## src/rtl/rr_arbiter8_if.sv

```systemverilog
// Request/grant bundle between the requesting clients and the round-robin arbiter.
// The master side drives requests; the slave side (the arbiter) returns the grant.
interface rr_arbiter8_if;
    logic [7:0] req;
    logic [7:0] gnt;
    logic [2:0] gnt_idx;
    logic       gnt_valid;

    modport master (output req, input gnt, gnt_idx, gnt_valid);
    modport slave  (input req, output gnt, gnt_idx, gnt_valid);
endinterface

```

## src/rtl/rr_arbiter8.sv

```systemverilog
// Eight-way round-robin arbiter with registered one-hot and encoded grant.
// A hold counter caps how long one owner keeps the resource while others wait.
module rr_arbiter8 #(
    parameter int MAX_HOLD = 4
) (
    input  logic          clk,
    input  logic          rst,
    rr_arbiter8_if.slave  arb
);

    localparam logic [7:0] MAX_HOLD_C = 8'(MAX_HOLD);

    typedef enum logic {IDLE, GRANT} state_t;

    typedef struct packed {
        logic       found;
        logic [2:0] idx;
    } pick_t;

    state_t     state, state_nxt;
    logic [2:0] ptr, ptr_nxt;
    logic [7:0] hold_cnt, hold_nxt;
    logic [7:0] gnt_q, gnt_nxt;
    logic [2:0] idx_q, idx_nxt;

    logic [7:0] others;
    pick_t      win_all, win_oth;
    logic       grant_en;
    logic [2:0] grant_w;

    // First set bit of vec scanning start, start+1, ... with 3-bit wrap.
    function automatic pick_t rr_pick(input logic [7:0] vec, input logic [2:0] start);
        pick_t      p;
        logic [2:0] k;
        p = '0;
        for (int i = 7; i >= 0; i--) begin
            k = start + 3'(i);
            if (vec[k]) begin
                p.found = 1'b1;
                p.idx   = k;
            end
        end
        return p;
    endfunction

    // The registered owner index doubles as gnt_idx while in GRANT.
    assign others  = arb.req & ~(8'b1 << idx_q);
    assign win_all = rr_pick(arb.req, ptr);
    assign win_oth = rr_pick(others, ptr);

    always_comb begin
        // NOTE: every signal gets a default first so no path leaves it unassigned (no latch).
        state_nxt = state;
        ptr_nxt   = ptr;
        hold_nxt  = hold_cnt;
        gnt_nxt   = gnt_q;
        idx_nxt   = idx_q;
        grant_en  = 1'b0;
        grant_w   = '0;

        unique case (state)
            IDLE: begin
                if (win_all.found) begin
                    grant_en = 1'b1;
                    grant_w  = win_all.idx;
                end
            end
            GRANT: begin
                if (!arb.req[idx_q]) begin
                    if (win_oth.found) begin
                        grant_en = 1'b1;
                        grant_w  = win_oth.idx;
                    end else begin
                        state_nxt = IDLE;
                        gnt_nxt   = '0;
                        idx_nxt   = '0;
                        hold_nxt  = '0;
                    end
                end else if (hold_cnt < MAX_HOLD_C) begin
                    hold_nxt = hold_cnt + 8'd1;
                end else if (win_oth.found) begin
                    grant_en = 1'b1;
                    grant_w  = win_oth.idx;
                end
                // Owner still requesting at the limit with nobody waiting: saturate.
            end
            default: state_nxt = IDLE;
        endcase

        if (grant_en) begin
            state_nxt = GRANT;
            ptr_nxt   = grant_w + 3'd1;
            hold_nxt  = 8'd1;
            gnt_nxt   = 8'b1 << grant_w;
            idx_nxt   = grant_w;
        end
    end

    always_ff @(posedge clk) begin
        // NOTE: non-blocking assignments so every register samples pre-edge values.
        if (rst) begin
            state    <= IDLE;
            ptr      <= '0;
            hold_cnt <= '0;
            gnt_q    <= '0;
            idx_q    <= '0;
        end else begin
            state    <= state_nxt;
            ptr      <= ptr_nxt;
            hold_cnt <= hold_nxt;
            gnt_q    <= gnt_nxt;
            idx_q    <= idx_nxt;
        end
    end

    assign arb.gnt       = gnt_q;
    assign arb.gnt_idx   = idx_q;
    assign arb.gnt_valid = (state == GRANT);

    a_gnt_consistent: assert property (@(posedge clk) disable iff (rst)
        $onehot0(arb.gnt) && (arb.gnt_valid == (|arb.gnt)) &&
        (arb.gnt_valid ? (arb.gnt == (8'b1 << arb.gnt_idx)) : (arb.gnt_idx == 3'd0)));

endmodule

```

## src/flat_wrapper.sv

```systemverilog
// flat-port wrapper written by rule: the top's interface ports become plain ports
module rr_arbiter8_flat 
#(
    parameter int MAX_HOLD = 4
)
  (clk, rst, arb_req, arb_gnt, arb_gnt_idx, arb_gnt_valid);
  rr_arbiter8_if arb_i ();
  input  logic clk;
  input  logic rst;
  input wire logic [$bits(arb_i.req)-1:0] arb_req;
  output wire logic [$bits(arb_i.gnt)-1:0] arb_gnt;
  output wire logic [$bits(arb_i.gnt_idx)-1:0] arb_gnt_idx;
  output wire logic [$bits(arb_i.gnt_valid)-1:0] arb_gnt_valid;
  assign arb_i.req = arb_req;
  assign arb_gnt = arb_i.gnt;
  assign arb_gnt_idx = arb_i.gnt_idx;
  assign arb_gnt_valid = arb_i.gnt_valid;
  rr_arbiter8 #(.MAX_HOLD(MAX_HOLD)) u_core (.clk(clk), .rst(rst), .arb(arb_i));
endmodule
```

## config.mk

```make
export PLATFORM = sky130hd
export DESIGN_NAME = rr_arbiter8_flat
export DESIGN_NICKNAME = d
export VERILOG_FILES = /design/src/rtl/rr_arbiter8_if.sv /design/src/rtl/rr_arbiter8.sv /design/src/flat_wrapper.sv
export SDC_FILE = /design/constraint.sdc
export NUM_CORES = 1
export LEC_CHECK = 0
export ABC_AREA = 1
export BUFFER_PORTS_ARGS = -buffer_cell sky130_fd_sc_hd__buf_2
export CAP_MARGIN = 20
export CORE_ASPECT_RATIO = 1.75
export CORE_MARGIN = 2
export CORE_UTILIZATION = 30
export DETAILED_ROUTE_END_ITERATION = 8
export PLACE_DENSITY = 0.48
export SLEW_MARGIN = 30
export SYNTH_ARGS = -nofsm -noshare
export SYNTH_HDL_FRONTEND = slang
export SYNTH_SLANG_ARGS = --single-unit
export TNS_END_PERCENT = 5
```

## constraint.sdc

```tcl
create_clock -name clk -period 3.7 [get_ports clk]
set_clock_uncertainty 0.2 [all_clocks]
set_input_delay 1.11 -clock clk [delete_from_list [all_inputs] [get_ports clk]]
set_output_delay 1.11 -clock clk [all_outputs]
set_load 0.02 [all_outputs]
```

==> out/qor.yml, run 1 <==
yosys:
  syn_area_um2: 2360
  synth_most_common_cell: "nand2_1"
  synth_flop_cell: "dfxtp_1"
  synth_cells: 401
  synthArstFlopShare_pct: 0
  syn_area_per_cell_um2: 5.88
  ys_types: 38
  synth.area.top_cells: "nand3_1, dfxtp_1, nand2_1"
  yosys_warnings: 0
  synth-edff-count: 0
  seq_area_frac_synth_pct: 19.5
  synth_area_leader_cell: "nand3_1"
  ys_seq_elements: 23
  netlist.area_leader.share_pct: 20.1
  ys_top_cells_by_count: "nand2_1, nand3_1, inv_1, a21oi_1, nor2_1"
  syn_nets: 418
cts:
  cts_setup_buffers: 0
  numCtsBuffers: 3
  ctsLongestPathBuffers: 2
  cts_root_buffer: "clkbuf_16"
  clk_pin_slew_ns: 0.06
  cts_tree: "done"
  clkSinkCount: 23
  cts_hold_buffers: 0
  cts.repair.resized: 0
  htree_num_levels: 1
  clock_latency_ns: 0.25
timing:
  worstMarginPinSlew_ns: 0.591
  finalHoldViolCount: 0
  fin_crit_sh_pct: 93.1
  max_freq_mhz: 290
  finalCriticalPeriod_ns: 3.45
  setup_viol: 0
  rsz0062_at_grt: "false"
  hold_slack_ns: 0.264
  fin_tns_setup_ns: 0
  slew_headroom_pct: 60.6
  drv_slew: 0
global_route:
  track_usage_pct: 19.7
  grt_max_degree: 20
  grt_first_pass_wirelength_um: 13100
  grt_pass1_vias: 2625
  antenna_found_initial: 0
  grt.overflow.total: 0
worst_setup_path:
  cp-start-kind: "register"
  arrival_ns: 3.38
  r2r_cells: 20
  criticalPathCategory: "reg2reg"
  critPathMaxFanout: 14
  end_kind: "register"
  crit_required_ns: 3.64
floorplan:
  start_util_pct: 31.0
  fp.dieW_um: 71.0
  dieHeight_um: 121
  die_area_um2: 8620
  core_um2: 7620
  ios: 22
  rows: 42
power_and_ir_drop:
  static-leakage-power_uw: 0.00131
  p_per_area_nw_per_um2: 1120
  ir_drop_mv: 0.368
place:
  port_buffers: 21
  globalplace.congestion: 0.942
  dp_hpwl_um: 6730
  placedCellCount: 510
final_layout:
  drive_above_1_share_pct: 16.4
  fin_cells: 514
  syn_to_final_growth_pct: 13.0
  final_util_pct: 35.0
  n_fill_cell: 858
  final_nets: 444
  n_antenna_cell: 0
routing:
  drt_wl_total_um: 8070
  avgViaCountPerCell: 5.25
  wire_per_inst_um: 15.7
  first_iter_violations: 167
  drc: 0
  dr.pass1.iters: 4
  antenna_left: 0
  vias: 2698
flow_run:
  drv_cap: 0
min_path:
  whs_path_depth: 2
  hold_path_class: "reg2reg"
outcome:
  status: "completed"
metal layers:
metal  vias up  share of wire (%)  GRT usage [%]
met4         0                6.1           12.9
li1       1376                  -              -
met5         -                  0              0
met2        73                 55           37.0
met3        26                3.2           1.08
met1      1223                 35           20.4
path summary, 6_finish.rpt:
kind                                    end                      startpoint  slack (ns)
max              u_core.ptr[2]$_SDFFE_PP0P_      u_core.ptr[1]$_SDFFE_PP0P_        0.25
max reg2reg      u_core.ptr[2]$_SDFFE_PP0P_      u_core.ptr[1]$_SDFFE_PP0P_        0.25
min reg2reg  u_core.arb.gnt[4]$_SDFFE_PP0P_  u_core.arb.gnt[4]$_SDFFE_PP0P_        0.26
min          u_core.arb.gnt[4]$_SDFFE_PP0P_  u_core.arb.gnt[4]$_SDFFE_PP0P_        0.26
sequential cells by signal, summed over array words and instances, names as in the netlist:
name,flops
u_core.arb.gnt,8
u_core.arb.gnt_idx,3
u_core.arb.gnt_valid,1
u_core.hold_cnt,8
u_core.ptr,3
cells by family (layout without fill, tap and decap cells):
kind of cell             count (synthesis)  in the layout  share of synthesized area, %
buffers and inverters                   59             84                          10.8
AND/OR/NAND/NOR                        260            260                          52.1
adder cells (fa/ha/maj)                  7              7                          3.71
flip-flops                              23             23                          19.5
XOR/XNOR                                 3              3                          1.91
AO/OA/AOI/OAI                           49             49                          12.0
layout by cell type (no fill, tap or decap), types with 5 or more instances in the layout:
master	Yosys	routed
nor2_1	26	26
inv_2	7	7
ha_1	7	7
nand2_1	107	107
a21oi_1	31	31
nor3_1	5	5
buf_2	5	21
o21ai_0	8	8
nand2_2	7	7
inv_1	39	39
buf_4	1	12
nand3_2	7	7
nand3_1	95	95
dfxtp_1	23	23
per-stage QoR:
step | total power, µW | setup slack (ns) | cell area [µm²]
detailed placement | 2750 | 0.106 | 2590
global route | 3330 | 0.0123 | 2670
global placement | 2750 | 0.130 | 2590
CTS | 2990 | 0.299 | 2670
floorplan | 2130 | 0.518 | 2360
finish | 2980 | 0.255 | 2670
final cells by class:
cell class,instances,area (µm²),area share [%]
Sequential cell,23,460,17.3
Timing Repair Buffer,33,195,7.32
Clock buffer,4,78.8,2.96
Tap cell,88,110,4.13
Inverter,47,176,6.62
Multi-Input combinational cell,319,1650,61.7
where the power goes:
group / switching [µW] / internal, µW
combinational: 1620 / 780
clock: 81.5 / 147
sequential: 51.0 / 307
total: 1750 / 1230
worst max-delay path: stages (launching register included):
cell,delay (ns)
dfxtp_1,0.34
inv_1,0.06
ha_1,0.28
inv_1,0.44
nand3_1,0.20
nand3_1,0.20
nand2_1,0.13
a21oi_1,0.15
nand2_1,0.07
nand2_1,0.05
nand2_1,0.05
nand2_1,0.05
nand2_1,0.06
a21oi_1,0.32
a21oi_4,0.06
inv_1,0.10
nand2_1,0.06
inv_1,0.08
ha_1,0.22
o21ai_0,0.15
a21oi_1,0.06
Power figures use the tool's default switching activity.
==> run 2: changes to the inputs <==
Clock period 3.7 ns to 3.31 ns, I/O delays scaled along.
==> run 2 against run 1 <==
Net effect: via count grew 4.8%; core utilization is 2.4 points higher; total power increased by 24%; final area increased by 6.9%; worst hold slack worse by 0.0010 ns; global-route usage is 0.44 points higher; cell count is 2.5% higher; register-to-register slack better by 0.02 ns; clock power grew 16%; first-iteration DRC count decreased by 12%; combinational power up 26%; largest cell class unchanged; largest power group unchanged; highest routed layer unchanged.
==> out/qor.yml, run 2 (synthesis results as in run 1) <==
outcome:
  status: "completed"
cts:
  ctsLongestPathBuffers: 2
  cts_tree: "done"
  cts_root_buffer: "clkbuf_16"
  cts_hold_buffers: 0
  clk_pin_slew_ns: 0.06
  clkSinkCount: 23
  htree_num_levels: 1
  clock_latency_ns: 0.26
  numCtsBuffers: 3
place:
  port_buffers: 21
  globalplace.congestion: 0.982
  placedCellCount: 522
  dp_hpwl_um: 6770
  placed_cell_area_um2: 2680
power_and_ir_drop:
  p_per_area_nw_per_um2: 1300
  finalPower_uw: 3710
  static-leakage-power_uw: 0.00138
  ir_drop_mv: 0.588
floorplan:
  rows: 42
  dieHeight_um: 121
  core_um2: 7620
  ios: 22
  die_area_um2: 8620
  fp.dieW_um: 71.0
  start_util_pct: 31.0
min_path:
  min-delay-start: "u_core.arb.gnt[3]$_SDFFE_PP0P_"
  whs_path_depth: 2
  holdPathEnd: "u_core.arb.gnt[3]$_SDFFE_PP0P_"
  hold_path_class: "reg2reg"
worst_setup_path:
  r2r_start: "u_core.ptr[1]$_SDFFE_PP0P_"
  r2r-end: "u_core.ptr[2]$_SDFFE_PP0P_"
  cp-start-kind: "input pin"
  arrival_ns: 3.03
  crit_top_cell: "nand3_1"
  r2r_cells: 19
  r2r_slack_ns: 0.27
  cp_slowest_cell: "ha_1"
  criticalPathCategory: "in2reg"
  critPathMaxStageDelay_ns: 0.27
  end_kind: "register"
  crit_chain: "buf_2 -> nand3_1 -> nand3_1 -> nand3_1 -> nand2_2 -> nor2_1 -> nand4_1 -> nand2_2 -> a21oi_1 -> a21oi_2 -> inv_1 -> nand2_1 -> inv_1 -> ha_1 -> o21ai_0 -> a21oi_1"
  critPathMaxFanout: 5
  crit_required_ns: 3.26
routing:
  antenna_left: 0
  drc: 0
  dr.pass1.iters: 5
  vias: 2827
  avgViaCountPerCell: 5.36
  drt_wl_total_um: 8500
  first_iter_violations: 147
  wire_per_inst_um: 16.1
final_layout:
  syn_to_final_growth_pct: 20.8
  final_nets: 457
  final_common_cell: "nand2_1"
  drive_above_1_share_pct: 22.6
  final_util_pct: 37.4
  final_cell_mix: "nand2_1, nand3_1, inv_1"
  n_antenna_cell: 0
  finish.instance_area_um2: 2850
  fin_cells: 527
timing:
  setup_viol: 0
  max_freq_mhz: 325
  worstMarginPinSlew_ns: 0.474
  drv_slew: 0
  finalCriticalPeriod_ns: 3.08
  fin_crit_sh_pct: 93.0
  finalHoldViolCount: 0
  slew_headroom_pct: 68.2
  fin_tns_setup_ns: 0
global_route:
  grtUsageMet3_pct: 1.50
  grt_use_met1_pct: 19.6
  grt_first_pass_wirelength_um: 13400
  use_met2_pct: 38.3
  grt_pass1_vias: 2832
  grt_max_degree: 20
  track_usage_pct: 20.1
  grt.overflow.total: 0
  grt.busiest_layer: "met2"
  antenna_found_initial: 0
flow_run:
  drv_cap: 0
[run 2: metal layers]
metal	up-vias	part of all wire [%]
li1	1407	-
met1	1262	35
met2	119	54
met3	39	3.9
met4	0	7.0
met5	-	0
[run 2: report_power, final]
group          leakage [µW]  total (µW)  internal, µW  switching, µW
combinational       0.00116        3030          1070           1960
sequential         0.000189         418           346           71.6
clock             0.0000382         264           165           99.4
total               0.00138        3710          1580           2130
[run 2: how the worst max path moves through the flow]
| stage | startpoint | end | slack, ns | cells after the start |
|---|---|---|---|---|
| after floorplan | u_core.ptr[0]$_SDFFE_PP0P_ | u_core.ptr[2]$_SDFFE_PP0P_ | 0.13 | 20 |
| after global placement | arb_req[2] | u_core.ptr[2]$_SDFFE_PP0P_ | -0.08 | 18 |
| after detailed placement | arb_req[2] | u_core.ptr[2]$_SDFFE_PP0P_ | -0.08 | 18 |
| after CTS | u_core.ptr[2]$_SDFFE_PP0P_ | u_core.ptr[2]$_SDFFE_PP0P_ | 0.1 | 16 |
| after global routing | u_core.ptr[1]$_SDFFE_PP0P_ | u_core.ptr[2]$_SDFFE_PP0P_ | -0.009 | 21 |
| final | arb_req[4] | u_core.ptr[2]$_SDFFE_PP0P_ | 0.23 | 16 |
[run 2: critical path: cells and delay by family]
kind | cells | cell delay [ns]
AOI/OAI and AO/OA | 4 | 0.42
adders and majority gates | 1 | 0.27
buffers and inverters | 3 | 0.26
and+or+nand+nor | 8 | 1.06
[run 2: area by class of cell]
type                            instances  area [µm²]
Fill cell                             833        4770
Multi-Input combinational cell        319        1720
Sequential cell                        23         464
Timing Repair Buffer                   45         289
Inverter                               47         180
Tap cell                               88         110
Clock buffer                            4        78.8
Timing Repair inverter                  1        7.51
[run 2: repair_timing]
| item | 4_1_cts | 5_1_grt |
|---|---|---|
| gates resized for setup | 0 | 22 |
| setup buffers | 0 | 0 |
| endpoints found under the setup margin | 0 | 3 |
[run 2: per-stage QoR]
step / hold slack, ns / setup WS (ns)
after detailed placement: 0.256 / -0.0761
final: 0.263 / 0.231
after global routing: 0.282 / -0.00888
after CTS: 0.266 / 0.0960
after global placement: 0.248 / -0.0824
after floorplan: 0.241 / 0.128
